$ cat src/rtl/gumnut_pkg.sv
// Shared definitions for the Gumnut control sequencer.
// Holds the state codes, the memory/port function codes and a width helper.
package gumnut_pkg;

  localparam logic [2:0] FETCH   = 3'd0;
  localparam logic [2:0] DECODE  = 3'd1;
  localparam logic [2:0] EXECUTE = 3'd2;
  localparam logic [2:0] MEM     = 3'd3;
  localparam logic [2:0] WB      = 3'd4;
  localparam logic [2:0] INT     = 3'd5;
  localparam logic [2:0] ERR     = 3'd6;

  localparam logic [1:0] MEM_FN_LDM = 2'b00;
  localparam logic [1:0] MEM_FN_STM = 2'b01;
  localparam logic [1:0] MEM_FN_INP = 2'b10;
  localparam logic [1:0] MEM_FN_OUT = 2'b11;

  // Number of bits needed to hold values 0..value-1.
  function automatic int gumnut_clog2(input int value);
    int width;
    width = 0;
    while ((1 << width) < value) width++;
    return width;
  endfunction

endpackage

$ cat src/rtl/gumnut_int_arb.sv
// Fixed-priority interrupt arbiter: channel 0 wins.
// Grant and index are captured on the load strobe and held afterwards.
module gumnut_int_arb #(
  parameter int CHANNELS = 4
) (
  input  logic                clk,
  input  logic                srst,
  input  logic                load,
  input  logic                en,
  input  logic [CHANNELS-1:0] req,
  output logic [CHANNELS-1:0] grant,
  output logic [2:0]          index
);

  logic [CHANNELS-1:0] masked;
  logic [2:0]          pick;
  logic [CHANNELS-1:0] grant_reg;
  logic [2:0]          index_reg;

  generate
    for (genvar gi = 0; gi < CHANNELS; gi++) begin : g_mask
      assign masked[gi] = en & req[gi];
    end
  endgenerate

  // Scan from the top so the lowest asserted channel is left in pick;
  // with nothing asserted channel 0 is chosen.
  always_comb begin
    pick = 3'd0;
    for (int i = CHANNELS - 1; i >= 0; i--) begin
      if (masked[i]) pick = 3'(i);
    end
  end

  always_ff @(posedge clk) begin
    if (srst) begin
      grant_reg <= '0;
      index_reg <= 3'd0;
    end else if (load) begin
      grant_reg <= CHANNELS'(1) << pick;
      index_reg <= pick;
    end
  end

  assign grant = grant_reg;
  assign index = index_reg;

endmodule

$ cat src/rtl/gumnut_ctrl_seq.sv
// Gumnut control sequencer: fetch/decode/execute/mem/write-back FSM with
// prioritised interrupts and a bus-ack timeout that diverts to an error state.
module gumnut_ctrl_seq
  import gumnut_pkg::*;
#(
  parameter int INT_CHANNELS = 4,
  parameter int TIMEOUT      = 15
) (
  input  logic                    clk_i,
  input  logic                    rst_i,
  input  logic                    inst_ack_i,
  input  logic                    data_ack_i,
  input  logic                    port_ack_i,
  input  logic                    dec_mem_i,
  input  logic                    dec_flow_i,
  input  logic                    dec_wait_i,
  input  logic [1:0]              mem_fn_i,
  input  logic                    int_en_i,
  input  logic [INT_CHANNELS-1:0] int_req_i,
  output logic                    inst_cyc_o,
  output logic                    inst_stb_o,
  output logic                    data_cyc_o,
  output logic                    data_stb_o,
  output logic                    data_we_o,
  output logic                    port_cyc_o,
  output logic                    port_stb_o,
  output logic                    port_we_o,
  output logic                    ir_load_o,
  output logic                    wb_en_o,
  output logic [INT_CHANNELS-1:0] int_ack_o,
  output logic [2:0]              int_vec_o,
  output logic                    bus_err_o,
  output logic [2:0]              state_o
);

  localparam int CNT_W = (TIMEOUT > 0) ? gumnut_clog2(TIMEOUT + 1) : 1;

  logic [2:0]              state_reg;
  logic [2:0]              state_next;
  logic                    irq;
  logic                    mem_active;
  logic                    is_data;
  logic                    is_write;
  logic                    is_read;
  logic                    mem_ack;
  logic                    timeout_hit;
  logic                    int_load;
  logic [INT_CHANNELS-1:0] grant;

  assign irq        = int_en_i && (|int_req_i);
  assign is_data    = (mem_fn_i == MEM_FN_LDM) || (mem_fn_i == MEM_FN_STM);
  assign is_write   = (mem_fn_i == MEM_FN_STM) || (mem_fn_i == MEM_FN_OUT);
  assign is_read    = !is_write;
  assign mem_ack    = is_data ? data_ack_i : port_ack_i;
  assign mem_active = (state_reg == MEM) || ((state_reg == EXECUTE) && dec_mem_i);

  assign inst_cyc_o = (state_reg == FETCH);
  assign inst_stb_o = inst_cyc_o;
  assign data_cyc_o = mem_active && is_data;
  assign data_stb_o = data_cyc_o;
  assign data_we_o  = data_cyc_o && is_write;
  assign port_cyc_o = mem_active && !is_data;
  assign port_stb_o = port_cyc_o;
  assign port_we_o  = port_cyc_o && is_write;
  assign ir_load_o  = (state_reg == FETCH) && inst_ack_i;
  assign wb_en_o    = (state_reg == WB);
  assign bus_err_o  = (state_reg == ERR);
  assign int_ack_o  = (state_reg == INT) ? grant : '0;
  assign state_o    = state_reg;

  // Wait counter only exists when a finite timeout is configured.
  generate
    if (TIMEOUT > 0) begin : g_timeout
      logic [CNT_W-1:0] cnt_reg;
      always_ff @(posedge clk_i) begin
        if (rst_i) begin
          cnt_reg <= '0;
        end else if (state_next != state_reg) begin
          cnt_reg <= '0;
        end else if ((state_reg == FETCH) || (state_reg == MEM)) begin
          cnt_reg <= cnt_reg + 1'b1;
        end
      end
      assign timeout_hit = (cnt_reg == CNT_W'(TIMEOUT - 1));
    end else begin : g_no_timeout
      assign timeout_hit = 1'b0;
    end
  endgenerate

  always_comb begin
    state_next = FETCH;
    case (state_reg)
      FETCH: begin
        if (inst_ack_i)       state_next = DECODE;
        else if (timeout_hit) state_next = ERR;
        else                  state_next = FETCH;
      end
      DECODE: begin
        if (dec_flow_i) begin
          if (dec_wait_i && !irq) state_next = DECODE;
          else if (irq)           state_next = INT;
          else                    state_next = FETCH;
        end else begin
          state_next = EXECUTE;
        end
      end
      EXECUTE, MEM: begin
        if ((state_reg == EXECUTE) && !dec_mem_i) state_next = WB;
        else if (mem_ack)                         state_next = is_read ? WB : (irq ? INT : FETCH);
        else if (state_reg == EXECUTE)            state_next = MEM;
        else if (timeout_hit)                     state_next = ERR;
        else                                      state_next = MEM;
      end
      WB, ERR: state_next = irq ? INT : FETCH;
      default: state_next = FETCH;
    endcase
  end

  always_ff @(posedge clk_i) begin
    if (rst_i) state_reg <= FETCH;
    else       state_reg <= state_next;
  end

  assign int_load = (state_next == INT) && (state_reg != INT);

  gumnut_int_arb #(
    .CHANNELS (INT_CHANNELS)
  ) u_int_arb (
    .clk   (clk_i),
    .srst  (rst_i),
    .load  (int_load),
    .en    (int_en_i),
    .req   (int_req_i),
    .grant (grant),
    .index (int_vec_o)
  );

endmodule

$ cat config.mk
export PLATFORM = sky130hd
export DESIGN_NAME = gumnut_ctrl_seq
export DESIGN_NICKNAME = d
export VERILOG_FILES = /design/src/rtl/gumnut_pkg.sv /design/src/rtl/gumnut_int_arb.sv /design/src/rtl/gumnut_ctrl_seq.sv
export SDC_FILE = /design/constraint.sdc
export NUM_CORES = 1
export LEC_CHECK = 0
export BUFFER_PORTS_ARGS = -buffer_cell sky130_fd_sc_hd__buf_2
export CAP_MARGIN = 20
export CORE_MARGIN = 2
export CORE_UTILIZATION = 52
export DETAILED_ROUTE_END_ITERATION = 8
export PLACE_DENSITY = 0.89
export REMOVE_ABC_BUFFERS = 1
export SLEW_MARGIN = 25
export SYNTH_ARGS = -nofsm -noshare
export SYNTH_HDL_FRONTEND = slang
export SYNTH_HIERARCHICAL = 1
export SYNTH_SLANG_ARGS = --single-unit
$ cat constraint.sdc
create_clock -name clk_i -period 3.59 [get_ports clk_i]
set_input_delay 0.5385 -clock clk_i [delete_from_list [all_inputs] [get_ports clk_i]]
set_output_delay 0.5385 -clock clk_i [all_outputs]
set_load 0.01 [all_outputs]
## Word-level counts from Yosys, hierarchy flattened

Index checks and enable logic that the tools add are counted.

| storage, ports and cells | value |
|---|---|
| register bits | 14 |
| input port bits | 15 |

| operators by class | value |
|---|---|
| reduce and logical (&&, ||, !) cells | 23 |
| add/subtract/negate cells | 1 |
| shift operators | 1 |
| mux-type cells | 17 |
| bitwise gates (word level) | 4 |
| equal/unequal tests | 12 |

Operator list:

| kind | number |
|---|---|
| two-way mux 3 bit | 10 |
| == test 3 bit (second input constant) | 4 |
| one-hot mux 3 bit (4 select lines) | 1 |
| logical AND 1 bit | 10 |
| two-way mux 2 bit | 4 |
| == test 3 x 2 -> 1 bit (second input constant) | 2 |
| OR reduction 2 bit | 3 |
| adder 4 x 1 -> 4 bit (second input constant) | 1 |
| AND 1 bit | 4 |
| == test 4 bit (second input constant) | 1 |
| logical OR 1 bit | 4 |
| two-way mux 4 bit | 1 |
| OR reduction 4 bit | 1 |
| << shifter 1 x 2 -> 4 bit (first input constant) | 1 |
| == test 3 x 1 -> 1 bit (second input constant) | 1 |
| zero test 1 bit | 3 |
| zero test 3 bit | 1 |
| != test 3 bit | 1 |
| != test 3 bit (second input constant) | 1 |
| == test 2 x 1 -> 1 bit (second input constant) | 1 |
| == test 2 bit (second input constant) | 1 |
| zero test 2 bit | 1 |
| two-way mux 1 bit | 1 |

## Depth between registers and ports, before layout

| logic depth | value |
|---|---|
| depth after elaboration | 9 |
| depth in mapped cells | 10 |
| gate-level depth less buffers | 10 |

## By module

Netlist, hierarchy kept.

Modules (own cells, without submodules):

| module | cells an instance | sequential area each (µm²) | times used | area each (µm²) |
|---|---|---|---|---|
| gumnut_ctrl_seq | 96 | 140.1 | 1 | 755.7 |
| gumnut_int_arb | 31 | 120.1 | 1 | 255.2 |

## Worst setup path before layout

Ideal clock, no wire load.

| timing | value |
|---|---|
| path kind | register to register |
| start | register state_reg[2] (netlist: state_o[2]) |
| end | register u_int_arb.grant_reg[0] (netlist: u_int_arb/grant[0]) |
| stages on the path, launching flop included | 9 |
| clock period less this slack | 2.233 ns |
| data required time | 3.476 ns |
| path slack | 1.357 ns |
| arrival | 2.119 ns |
| path through | dfxtp_1 buf_6 nor3_1 nand2_1 o21ai_2 nor2_1 nor3b_1 o311a_1 nor3_2 |

RTL lines:

| element | line | source |
|---|---|---|
| start: declaration | gumnut_ctrl_seq.sv:38 | `logic [2:0] state_reg;` |
| start signal: assignment | gumnut_ctrl_seq.sv:121 | `else state_reg <= state_next;` |
| zero test 3 bit | n/a |  |
| named net inst_cyc_o | gumnut_ctrl_seq.sv:20 | `output logic inst_cyc_o,` |
| one-hot mux 3 bit (4 select lines) | gumnut_ctrl_seq.sv:92 | `case (state_reg)` |
| == test 3 bit | gumnut_ctrl_seq.sv:124 | `assign int_load = (state_next == INT) && (state_reg != INT);` |
| logical AND 1 bit | gumnut_ctrl_seq.sv:124 |  |
| named net int_load | gumnut_ctrl_seq.sv:47 | `logic int_load;` |
| end signal: assignment | gumnut_int_arb.sv:40 | `grant_reg <= CHANNELS'(1) << pick;` |
| end: declaration | gumnut_int_arb.sv:17 | `logic [CHANNELS-1:0] grant_reg;` |

The timed path passes the listed nets, and every way through them passes these cells.
A chain may end at the register's enable or synchronous reset.

## Final worst setup path

| timing | value |
|---|---|
| start | register state_reg[0] (netlist: state_o[0]) |
| end | register u_int_arb.grant_reg[3] (netlist: u_int_arb/grant[3]) |

| on the way | value |
|---|---|
| longest elaborated chain between the ends | 7 |

Ends and longest elaborated chain:

| element | line | source |
|---|---|---|
| == test 3 x 2 -> 1 bit | gumnut_ctrl_seq.sv:92, gumnut_ctrl_seq.sv:108, gumnut_ctrl_seq.sv:110 |  |
| two-way mux 3 bit | gumnut_ctrl_seq.sv:110 | `else if (state_reg == EXECUTE) state_next = MEM;` |
| two-way mux 3 bit | gumnut_ctrl_seq.sv:109 | `else if (mem_ack) state_next = is_read ? WB : (irq ? INT : FETCH);` |
| two-way mux 3 bit | gumnut_ctrl_seq.sv:108 | `if ((state_reg == EXECUTE) && !dec_mem_i) state_next = WB;` |
| one-hot mux 3 bit (4 select lines) | gumnut_ctrl_seq.sv:92 |  |
| == test 3 bit | gumnut_ctrl_seq.sv:124 |  |
| logical AND 1 bit (*) | gumnut_ctrl_seq.sv:124 |  |
| named net int_load | gumnut_ctrl_seq.sv:47 |  |

The timed path passes the listed nets; every way through them passes the cells marked *.

==> results.md <==
* Status: completed
* Initial antenna violation count at 0
* Final Core Density at 65.5%
* Post-synth EDFFs at 0
* Post-synthesis compound-gate area fraction at 27.6%
* Max_cap viols at 0
* Clk buf depth at 2
* CP most frequent cell: nor2_1
* Critical path origin: state_o[0]
* Tot Pwr at 0.356 mW
* Final Cycle Share at 74.7%
* Post-synth design cell area at 0.00101 mm^2
* Die Area at 0.00231 mm^2
* Final WL at 2.38 mm
* Min-Delay Path Class: register to register
* Area growth, synth to finish at 15.5%
* DR iter-0 viols at 31
* Buf+Inv Stages, Crit Path at 0
* Pwr/cell area at 305 mW/mm^2
* Total number of vias at 1026
* Post-synthesis mux area share at 0.990%
* Setup ws final at 0.908 ns
* DR vias/cell at 5.64
* Antenna Violating Nets Remaining at 0
* DP HPWL at 1.88 mm
* R2R Setup Slk at 0.91 ns
* CP endpoint kind: register
* CP Cell Sequence: nor2_1, nor2_1, o21a_1, nor2_1, nor3b_1, nand3_1, o21ai_0
* Largest net degree at the start of global routing at 19
* CP max FO at 18
* Crit start category: register
* Final min period at 2.68 ns
* Worst path depth at 7
* Simple-gate share of the synthesized area at 31.3%
* Xor/xnor cell area share of the yosys netlist at 2.60%
* Yosys top cell area share at 25.7%
* Initial Utilization at 56.7%
* H-tree depth at 1
* Die Y at 48.1 um
* Top-count cell post-synth: nor2_1
* Area contributors post-synth: dfxtp_1, nor2_1, and2_1, buf_4, o21ai_0
* Fin. max-slew vios at 0
* CP arrival at 2.88 ns
* First-pass DRT Iterations at 4
* Post-place instance area at 0.00114 mm^2
* IO Pins at 36
* Reg clk slew, reported paths at 0.08 ns
* Die width at 48.1 um
* Synth area leader: dfxtp_1
* Unrepaired setup endpoints after global routing: no
* Top cells by count, synth: nor2_1, dfxtp_1, and2_1
* Share of cells above drive strength 1 at 29.3%
* Ys async rst share at 0%
* Main combinational cell family by area after synthesis: simple AND/OR/NAND/NOR gates
* Unique masters post-synth at 39
* Largest delay contributor family on the critical path: simple AND/OR/NAND/NOR gates
* Post-synthesis cell count at 127
* Reg2reg path depth at 7
* CTS Sinks at 13
* Final instance area at 0.00117 mm^2
* Req. time, crit path at 3.79 ns
* CTS tree: yes
* Vias in the first global route at 947
* Slowest stage cell, crit path: dfxtp_1
* Slew HR at 47.5%
* CTS root buf: clkbuf_4
* Global-route wire length before repair at 3.87 mm
* Worst VDD drop at 238 uV
* Num CTS Buffers at 3
* Core footprint at 0.00178 mm^2
* Port buffer count at 34
* Reg2reg end: u_int_arb/grant[3]
* Synthesis Warnings at 6
* Final Skew at 0.000860 ns
* Pleak at 0.520 nW
* Final nets at 175
* Hold Vio Cnt, Final at 0
* GPL Wtd Cong at 0.884
* Register area share after synthesis at 25.7%
* Worst reg2reg startpoint: state_o[0]
* Number of antenna diodes at 0
* CTS Hold Buffers Added at 0
* Wire per inst at 13.1 um
* Worst Max-Slew Pin Slew at 0.785 ns
* Setup crit end: u_int_arb/grant[3]
* Global route overflow at 0
* Synth Flop Type: dfxtp_1
* Synth Area in Adders at 2.48%
* WS Path Type: register to register
* Worst-Skew Late Latency at 0.27 ns
* Max Fclk at 373 MHz
* # setup viols final at 0
* Setup TNS at 0 ns
* Post-CTS sizing at 0
* Residual DRC at 0
* CP max stage delay at 0.70 ns
* Setup Buffers After CTS at 0
* Post-Syn Area per Cell at 7.96 um^2
* Gr usage total at 23.7%
* Placement Setup Slack at 0.983 ns
* Row cnt at 15
* Register bit count reported by yosys at 13
==> where the power goes <==
part / switching, mW / leakage [nW] / internal, mW
registers: 0.0143 / 0.105 / 0.151
clock network: 0.0474 / 0.0150 / 0.0430
logic: 0.0600 / 0.399 / 0.0401
==> worst min-delay path by stage <==
stage	depth (start not counted)	to	start	slack (ns)
final	2	u_int_arb/index[1]	u_int_arb/index[1]	0.47
after global routing	2	u_int_arb/grant[1]	u_int_arb/grant[1]	0.49
after CTS	2	u_int_arb/index[1]	u_int_arb/index[1]	0.47
after detailed placement	2	u_int_arb/index[1]	u_int_arb/index[1]	0.45
after global placement	2	u_int_arb/index[1]	u_int_arb/index[1]	0.43
after floorplan	2	u_int_arb/grant[2]	u_int_arb/grant[2]	0.42
==> final cells by class <==
type	count	area [um^2]
tap	25	31.3
inverter	5	18.8
timing repair buffer	34	170
multi-input combinational	101	661
sequential	13	260
clock buffer	4	26.3
fill	157	616
==> per-layer routing <==
layer / global-route usage, % / up-vias / share of wire, %
met5: 0 / - / 0
met4: 7.57 / 0 / 1.2
met3: 4.44 / 4 / 4.5
met2: 44.8 / 35 / 51
met1: 26.3 / 470 / 43
li1: - / 517 / -
==> worst reg2reg max path: cells and delay by family (launching register included) <==
family          cells  cell delay, ns
flops               1            0.70
compound gates      2            0.47
simple gates        5            1.43
==> per-stage QoR <==
stage          std cells  hold slack [ns]
5_1_grt              182            0.490
6_report             182            0.466
3_5_place_dp         178            0.452
4_1_cts              182            0.471
2_1_floorplan        119            0.417
3_3_place_gp         178            0.429
==> placed cells by master, fill, tap and decap left out, types with 2 or more instances in the layout <==
cell,instances
nor2b_1,2
and2_1,9
xor2_1,3
nand3_1,4
o211ai_1,2
dfxtp_1,13
a211oi_1,4
nand2b_1,4
a221oi_1,2
nor3b_1,3
nand4_1,2
nor3_1,3
nor2_1,18
nand2_1,8
and3_1,2
inv_1,5
o21ai_0,7
o2111ai_1,2
a21oi_1,4
ha_1,2
buf_2,34
o21a_1,4
clkbuf_4,3
==> cell families after synthesis <==
logic type	after synthesis
adder cells (fa/ha/maj)	2
multiplexers	1
AND/OR/NAND/NOR	59
XOR/XNOR	3
AO/OA/AOI/OAI	35
flip-flops	13
buffers and inverters	13
other	1
No activity file was read; power rests on OpenSTA's default activity.
